[config.mk]
export PLATFORM = sky130hd
export DESIGN_NAME = writeback_arbiter
export DESIGN_NICKNAME = d
export VERILOG_FILES = /design/src/rtl/wb_pkg.sv /design/src/rtl/wb_load_ext.sv /design/src/rtl/writeback_arbiter.sv
export SDC_FILE = /design/constraint.sdc
export NUM_CORES = 1
export LEC_CHECK = 0
export CAP_MARGIN = 25
export CORE_UTILIZATION = 41
export DETAILED_ROUTE_END_ITERATION = 6
export HOLD_SLACK_MARGIN = 0.06
export PLACE_DENSITY_LB_ADDON = 0.2
export SLEW_MARGIN = 10
export SYNTH_ARGS = -nofsm -noshare
export SYNTH_HDL_FRONTEND = slang
export SYNTH_SLANG_ARGS = --single-unit
[constraint.sdc]
create_clock -name clk -period 2.6 [get_ports clk]
set_input_delay 0.26 -clock clk [delete_from_list [all_inputs] [get_ports clk]]
set_output_delay 0.26 -clock clk [all_outputs]
set_load 0.1 [all_outputs]
[src/rtl/wb_pkg.sv]
// Shared definitions for the writeback arbiter slice: default widths,
// load-extension mode codes and the round-robin pointer helper.
package wb_pkg;

  localparam int unsigned DEF_NUM_SRC = 2;
  localparam int unsigned DEF_DATA_W  = 32;
  localparam int unsigned DEF_ADDR_W  = 5;
  localparam int unsigned LDMODE_W    = 3;
  localparam int unsigned BOFF_W      = 2;

  localparam logic [LDMODE_W-1:0] LDMODE_WORD = 3'b000;
  localparam logic [LDMODE_W-1:0] LDMODE_LBU  = 3'b001;
  localparam logic [LDMODE_W-1:0] LDMODE_LB   = 3'b010;
  localparam logic [LDMODE_W-1:0] LDMODE_LHU  = 3'b011;
  localparam logic [LDMODE_W-1:0] LDMODE_LH   = 3'b100;

  // Index following idx in a ring of n requesters.
  function automatic int unsigned rr_next(input int unsigned idx, input int unsigned n);
    return ((idx + 1) >= n) ? 0 : idx + 1;
  endfunction

endpackage

[src/rtl/wb_load_ext.sv]
// Combinational load-data extension.
// Ports: d (raw word), mode (LDMODE_* code), boff (byte offset) -> ext_data.
// Half modes select the half by boff[1]; unknown codes pass the word through.
module wb_load_ext
  import wb_pkg::*;
#(
  parameter int unsigned DATA_W = DEF_DATA_W
) (
  input  logic [DATA_W-1:0]   d,
  input  logic [LDMODE_W-1:0] mode,
  input  logic [BOFF_W-1:0]   boff,
  output logic [DATA_W-1:0]   ext_data
);

  logic [7:0]  sel_byte;
  logic [15:0] sel_half;

  assign sel_byte = d[{boff, 3'b000} +: 8];
  assign sel_half = d[{boff[1], 4'b0000} +: 16];

  // Mode decode.
  always_comb begin
    ext_data = d;
    case (mode)
      LDMODE_LBU: ext_data = DATA_W'(sel_byte);
      LDMODE_LB:  ext_data = {{(DATA_W-8){sel_byte[7]}}, sel_byte};
      LDMODE_LHU: ext_data = DATA_W'(sel_half);
      LDMODE_LH:  ext_data = {{(DATA_W-16){sel_half[15]}}, sel_half};
      default:    ext_data = d;
    endcase
  end

endmodule

[src/rtl/writeback_arbiter.sv]
// Round-robin writeback arbiter: merges NUM_SRC result producers into the
// single GRF write port through one registered slot that also feeds
// W-stage forwarding.
// Ports: clk, reset (async active-low); src_valid/src_ready handshake plus
// per-source addr/data/ldmode/boff; grf_ready back-pressure; grf_we/wa/wd
// write port; fwd_valid/addr/data forwarding view of the slot.
// Optional: define WB_BYPASS_EN to let a transfer into an empty slot with
// grf_ready=1 write through in the same cycle.
module writeback_arbiter
  import wb_pkg::*;
#(
  parameter int unsigned NUM_SRC = DEF_NUM_SRC,
  parameter int unsigned DATA_W  = DEF_DATA_W,
  parameter int unsigned ADDR_W  = DEF_ADDR_W
) (
  input  logic                         clk,
  input  logic                         reset,
  input  logic [NUM_SRC-1:0]           src_valid,
  output logic [NUM_SRC-1:0]           src_ready,
  input  logic [NUM_SRC*ADDR_W-1:0]    src_addr,
  input  logic [NUM_SRC*DATA_W-1:0]    src_data,
  input  logic [NUM_SRC*LDMODE_W-1:0]  src_ldmode,
  input  logic [NUM_SRC*BOFF_W-1:0]    src_boff,
  input  logic                         grf_ready,
  output logic                         grf_we,
  output logic [ADDR_W-1:0]            grf_wa,
  output logic [DATA_W-1:0]            grf_wd,
  output logic                         fwd_valid,
  output logic [ADDR_W-1:0]            fwd_addr,
  output logic [DATA_W-1:0]            fwd_data
);

  localparam int unsigned SRC_W = (NUM_SRC > 1) ? $clog2(NUM_SRC) : 1;

  logic                full_q;
  logic                we_q;
  logic [ADDR_W-1:0]   addr_q;
  logic [DATA_W-1:0]   data_q;
  logic [SRC_W-1:0]    rr_ptr;

  logic                grant_found;
  logic [SRC_W-1:0]    grant_idx;
  int unsigned         scan_idx;
  logic                accept;
  logic                bypass_c;

  logic [ADDR_W-1:0]   g_addr;
  logic [DATA_W-1:0]   g_data;
  logic [LDMODE_W-1:0] g_mode;
  logic [BOFF_W-1:0]   g_boff;
  logic [DATA_W-1:0]   g_ext;
  logic [DATA_W-1:0]   g_wd;

  // First valid source scanning up from rr_ptr with wrap.
  always_comb begin
    grant_found = 1'b0;
    grant_idx   = '0;
    scan_idx    = 0;
    for (int unsigned i = 0; i < NUM_SRC; i++) begin
      scan_idx = 32'(rr_ptr) + i;
      if (scan_idx >= NUM_SRC) scan_idx = scan_idx - NUM_SRC;
      if (!grant_found && src_valid[scan_idx]) begin
        grant_found = 1'b1;
        grant_idx   = SRC_W'(scan_idx);
      end
    end
  end

  // Ready only to the granted source, only when the slot can take it.
  assign accept    = grant_found & (!full_q | grf_ready) & reset;
  assign src_ready = accept ? (NUM_SRC'(1) << grant_idx) : '0;

  assign g_addr = src_addr[32'(grant_idx)*ADDR_W +: ADDR_W];
  assign g_data = src_data[32'(grant_idx)*DATA_W +: DATA_W];
  assign g_mode = src_ldmode[32'(grant_idx)*LDMODE_W +: LDMODE_W];
  assign g_boff = src_boff[32'(grant_idx)*BOFF_W +: BOFF_W];

  wb_load_ext #(.DATA_W(DATA_W)) u_load_ext (
    .d        (g_data),
    .mode     (g_mode),
    .boff     (g_boff),
    .ext_data (g_ext)
  );

  // Address-0 writes are discarded, so their data is zeroed at capture.
  assign g_wd = (g_addr != '0) ? g_ext : '0;

`ifdef WB_BYPASS_EN
  assign bypass_c = accept & !full_q & grf_ready;
`else
  assign bypass_c = 1'b0;
`endif

  // Slot and round-robin pointer.
  always_ff @(posedge clk or negedge reset) begin
    if (!reset) begin
      full_q <= 1'b0;
      we_q   <= 1'b0;
      addr_q <= '0;
      data_q <= '0;
      rr_ptr <= '0;
    end else begin
      if (accept) rr_ptr <= SRC_W'(rr_next(32'(grant_idx), NUM_SRC));
      if (accept && !bypass_c) begin
        full_q <= 1'b1;
        we_q   <= (g_addr != '0);
        addr_q <= g_addr;
        data_q <= g_wd;
      end else if (grf_ready) begin
        full_q <= 1'b0;
        we_q   <= 1'b0;
      end
    end
  end

`ifdef WB_BYPASS_EN
  // Write-through view of the granted request while the slot stays empty.
  assign grf_we    = bypass_c ? (g_addr != '0) : we_q;
  assign grf_wa    = bypass_c ? g_addr : addr_q;
  assign grf_wd    = bypass_c ? g_wd   : data_q;
  assign fwd_valid = grf_we;
  assign fwd_addr  = grf_wa;
  assign fwd_data  = grf_wd;
`else
  assign grf_we    = we_q;
  assign grf_wa    = addr_q;
  assign grf_wd    = data_q;
  assign fwd_valid = we_q;
  assign fwd_addr  = addr_q;
  assign fwd_data  = data_q;
`endif

endmodule

==> flow_metrics.tcl <==
set metrics [dict create \
    syn_avg_cell_area_um2 9.48 \
    maxCapViolCount 0 \
    pre_cts_ws_ns 0.167 \
    cts_resized 0 \
    coreArea_um2 7690 \
    dpl.cell_count 567 \
    gp_congestion 0.904 \
    crit_fanout 7 \
    fin_ws_ns 0.480 \
    hold_path.class "primary input to async pin" \
    critical_path_required_ns 2.80 \
    crit_family "buffers and inverters" \
    post_drt_wl_per_cell_um 19.6 \
    crit_slowest_cell "clkdlybuf4s50_1" \
    hpwl_um 8470 \
    grt_max_degree 41 \
    n_fill_cell 702 \
    setup_viol 0 \
    cts_tree "yes" \
    grt-ovfl-total 0 \
    drtIter0Drc 358 \
    fin_util 0.614 \
    reg2reg_slack_ns 0.65 \
    syn_nets 430 \
    die_y_um 90.8 \
    leakage_nw 1.97 \
    cp_data_arrival_time_ns 2.32 \
    powerDensity_nw_per_um2 925 \
    yosysUniqueCellTypes 47 \
    grtUsageTotal 0.274 \
    nets 561 \
    layout_min_cycle_time_ns 2.12 \
    hold_violations 0 \
    regArea_um2 1000 \
    fin_tns_setup_ns 0 \
    peakVddDrop_mv 0.616 \
    whs_ns 0.0761 \
    path_buf_inv 2 \
    cts_buffer_depth 2 \
    cp-end-kind "flop" \
    yosysWarnings 0 \
    seq_area_frac_synth 0.310 \
    max_slew.worst_pin.slew_ns 0.794 \
    crit_type "primary input to flop" \
    multi_input_area_um2 1850 \
    htreeDepth 2 \
    holdBufCountCts 0 \
    initial_core_util 0.421 \
    drt_pre_antenna_iters 4 \
    postCtsSetupBuffers 0 \
    rsz0062_at_grt "no" \
    slew_headroom 0.471 \
    cp_cell_sequence "clkdlybuf4s50_1, mux4_2, and4_4, a31oi_4, buf_4, nand3_1, a32o_1" \
    first_global_vias 3256 \
    final_layout_size_suffix_gt1_frac 0.300 \
    placed_area_um2 4620 \
    io_buffers 166 \
    worstSkewPairLatency_ns 0.31 \
    stdcell_count 575 \
    fin_skew_ns 0.00335 \
    vias 3396 \
    final_cell_area_um2 4720 \
    syn_to_final_growth_pct 45.9 \
    synth-seq-cells 40 \
    max_freq_mhz 472 \
    fin_crit_sh 0.815 \
    wirelength_um 11300 \
    dieArea_um2 8240 \
    maxSlewViolCount 0 \
    setup.worst_path.start_class "primary input" \
    status "finished, final reports clean" \
    antenna_found_initial 0 \
    clkSinkCount 40 \
    synthCells 341 \
    rows 32 \
    cts_buffers 5 \
    clk_pin_slew_worst_paths_ns 0.09 \
    grt_pass1_wl_um 17800 \
    antennaDiodeCount 0 \
    cts-root-buf "clkbuf_8" \
    synth_area_um2 3230 \
    io_pins 167 \
    power.total_mw 4.36 \
    antenna_left 0 \
    critPathMaxStageDelay_ns 0.55 \
    drc 0 \
    vias_per_cell 5.91 \
    die_w_um 90.8 \
]
flip-flops by register name, indices dropped and copies added (netlist names):
register	count
full_q	1
fwd_valid	1
fwd_data	32
fwd_addr	5
rr_ptr	1
synth_stat cells (all sizes together):
library cell	count	area, um^2
a211oi	1	7.51
a21o	2	15.0
a21oi	9	45.0
a22oi	9	67.6
a311oi	2	23.8
a31o	1	8.76
a31oi	2	27.5
a32o	32	320
a32oi	8	70.1
and2	1	6.26
and4	1	11.3
buf	45	332
clkbuf	17	63.8
dfrtp	40	1000
inv	3	11.3
mux2	21	236
mux2i	16	160
mux4	2	45.0
nand2	34	130
nand2b	3	18.8
nand3	18	103
nand3b	3	22.5
nand4	9	56.3
nand4b	1	8.76
nor2	6	22.5
nor2b	1	6.26
nor3	5	25.0
nor3b	3	22.5
o211ai	1	7.51
o21ai	8	40.0
o22a	24	210
or3	2	12.5
or3b	8	70.1
or4	1	7.51
xnor2	1	8.76
xor2	1	8.76
kinds of logic after synthesis:
family                    share of synthesized area
AOI/OAI and AO/OA                             0.261
xor gates and xnor gates                    0.00542
buffers and inverters                         0.126
DFF                                           0.310
muxes                                         0.137
and+or+nand+nor                               0.162
worst paths after layout:
kind	cells after the start	startpoint	end
max in group asynchronous	2	reset	fwd_data[15]
setup reg to reg	7	rr_ptr	fwd_data[15]
min in group clk	3	reset	full_q
hold reg to reg	2	full_q	full_q
setup / recovery	7	src_boff[3]	fwd_data[13]
hold / removal	2	reset	fwd_data[12]
worst register-to-register path, delay by kind of cell (launching register included):
family | cells | cell delay (ns)
flops | 1 | 0.40
buf+inv | 2 | 0.59
simple gates | 3 | 0.39
compound gates | 2 | 0.51
power by group:
group          switching [mW]  leakage, nW  internal (mW)  total [mW]
clock                   0.252       0.0404          0.190       0.442
combinational            2.37         1.44          0.687        3.05
sequential              0.113        0.495          0.753       0.866
total                    2.73         1.97           1.63        4.36
cell usage in the layout, fill, tap and decap left out, types with 3 or more instances in the layout:
master | Yosys | routed
a21oi_1 | 9 | 9
a22oi_1 | 9 | 9
a32o_1 | 32 | 32
a32oi_1 | 8 | 8
buf_4 | 38 | 96
clkbuf_8 | 0 | 5
clkdlybuf4s50_1 | 0 | 87
dfrtp_1 | 40 | 40
mux2_1 | 3 | 3
mux2_2 | 18 | 18
mux2i_1 | 16 | 16
nand2_1 | 33 | 33
nand3_1 | 17 | 17
nand3b_1 | 3 | 3
nand4_1 | 9 | 9
nor2_1 | 6 | 5
nor3_1 | 5 | 5
nor3b_1 | 3 | 3
o21ai_1 | 7 | 7
o22a_1 | 24 | 24
or3b_2 | 6 | 6
layout make-up:
type                            count  share of cell area
Clock buffer                        5              0.0146
Clock inverter                      3             0.00504
Multi-Input combinational cell    236               0.392
Tap cell                          102              0.0271
Timing Repair Buffer              186               0.347
Sequential cell                    40               0.212
Inverter                            3             0.00239
per-layer routing:
layer  up-vias  wire length, um  global-route usage
met1      1645             5080               0.392
met5         -                0                   0
met3        12              961              0.0522
met2       182             5100               0.424
li1       1557                -                   -
met4         0              141              0.0675
Note: power is estimated with default switching activity, not from simulation.
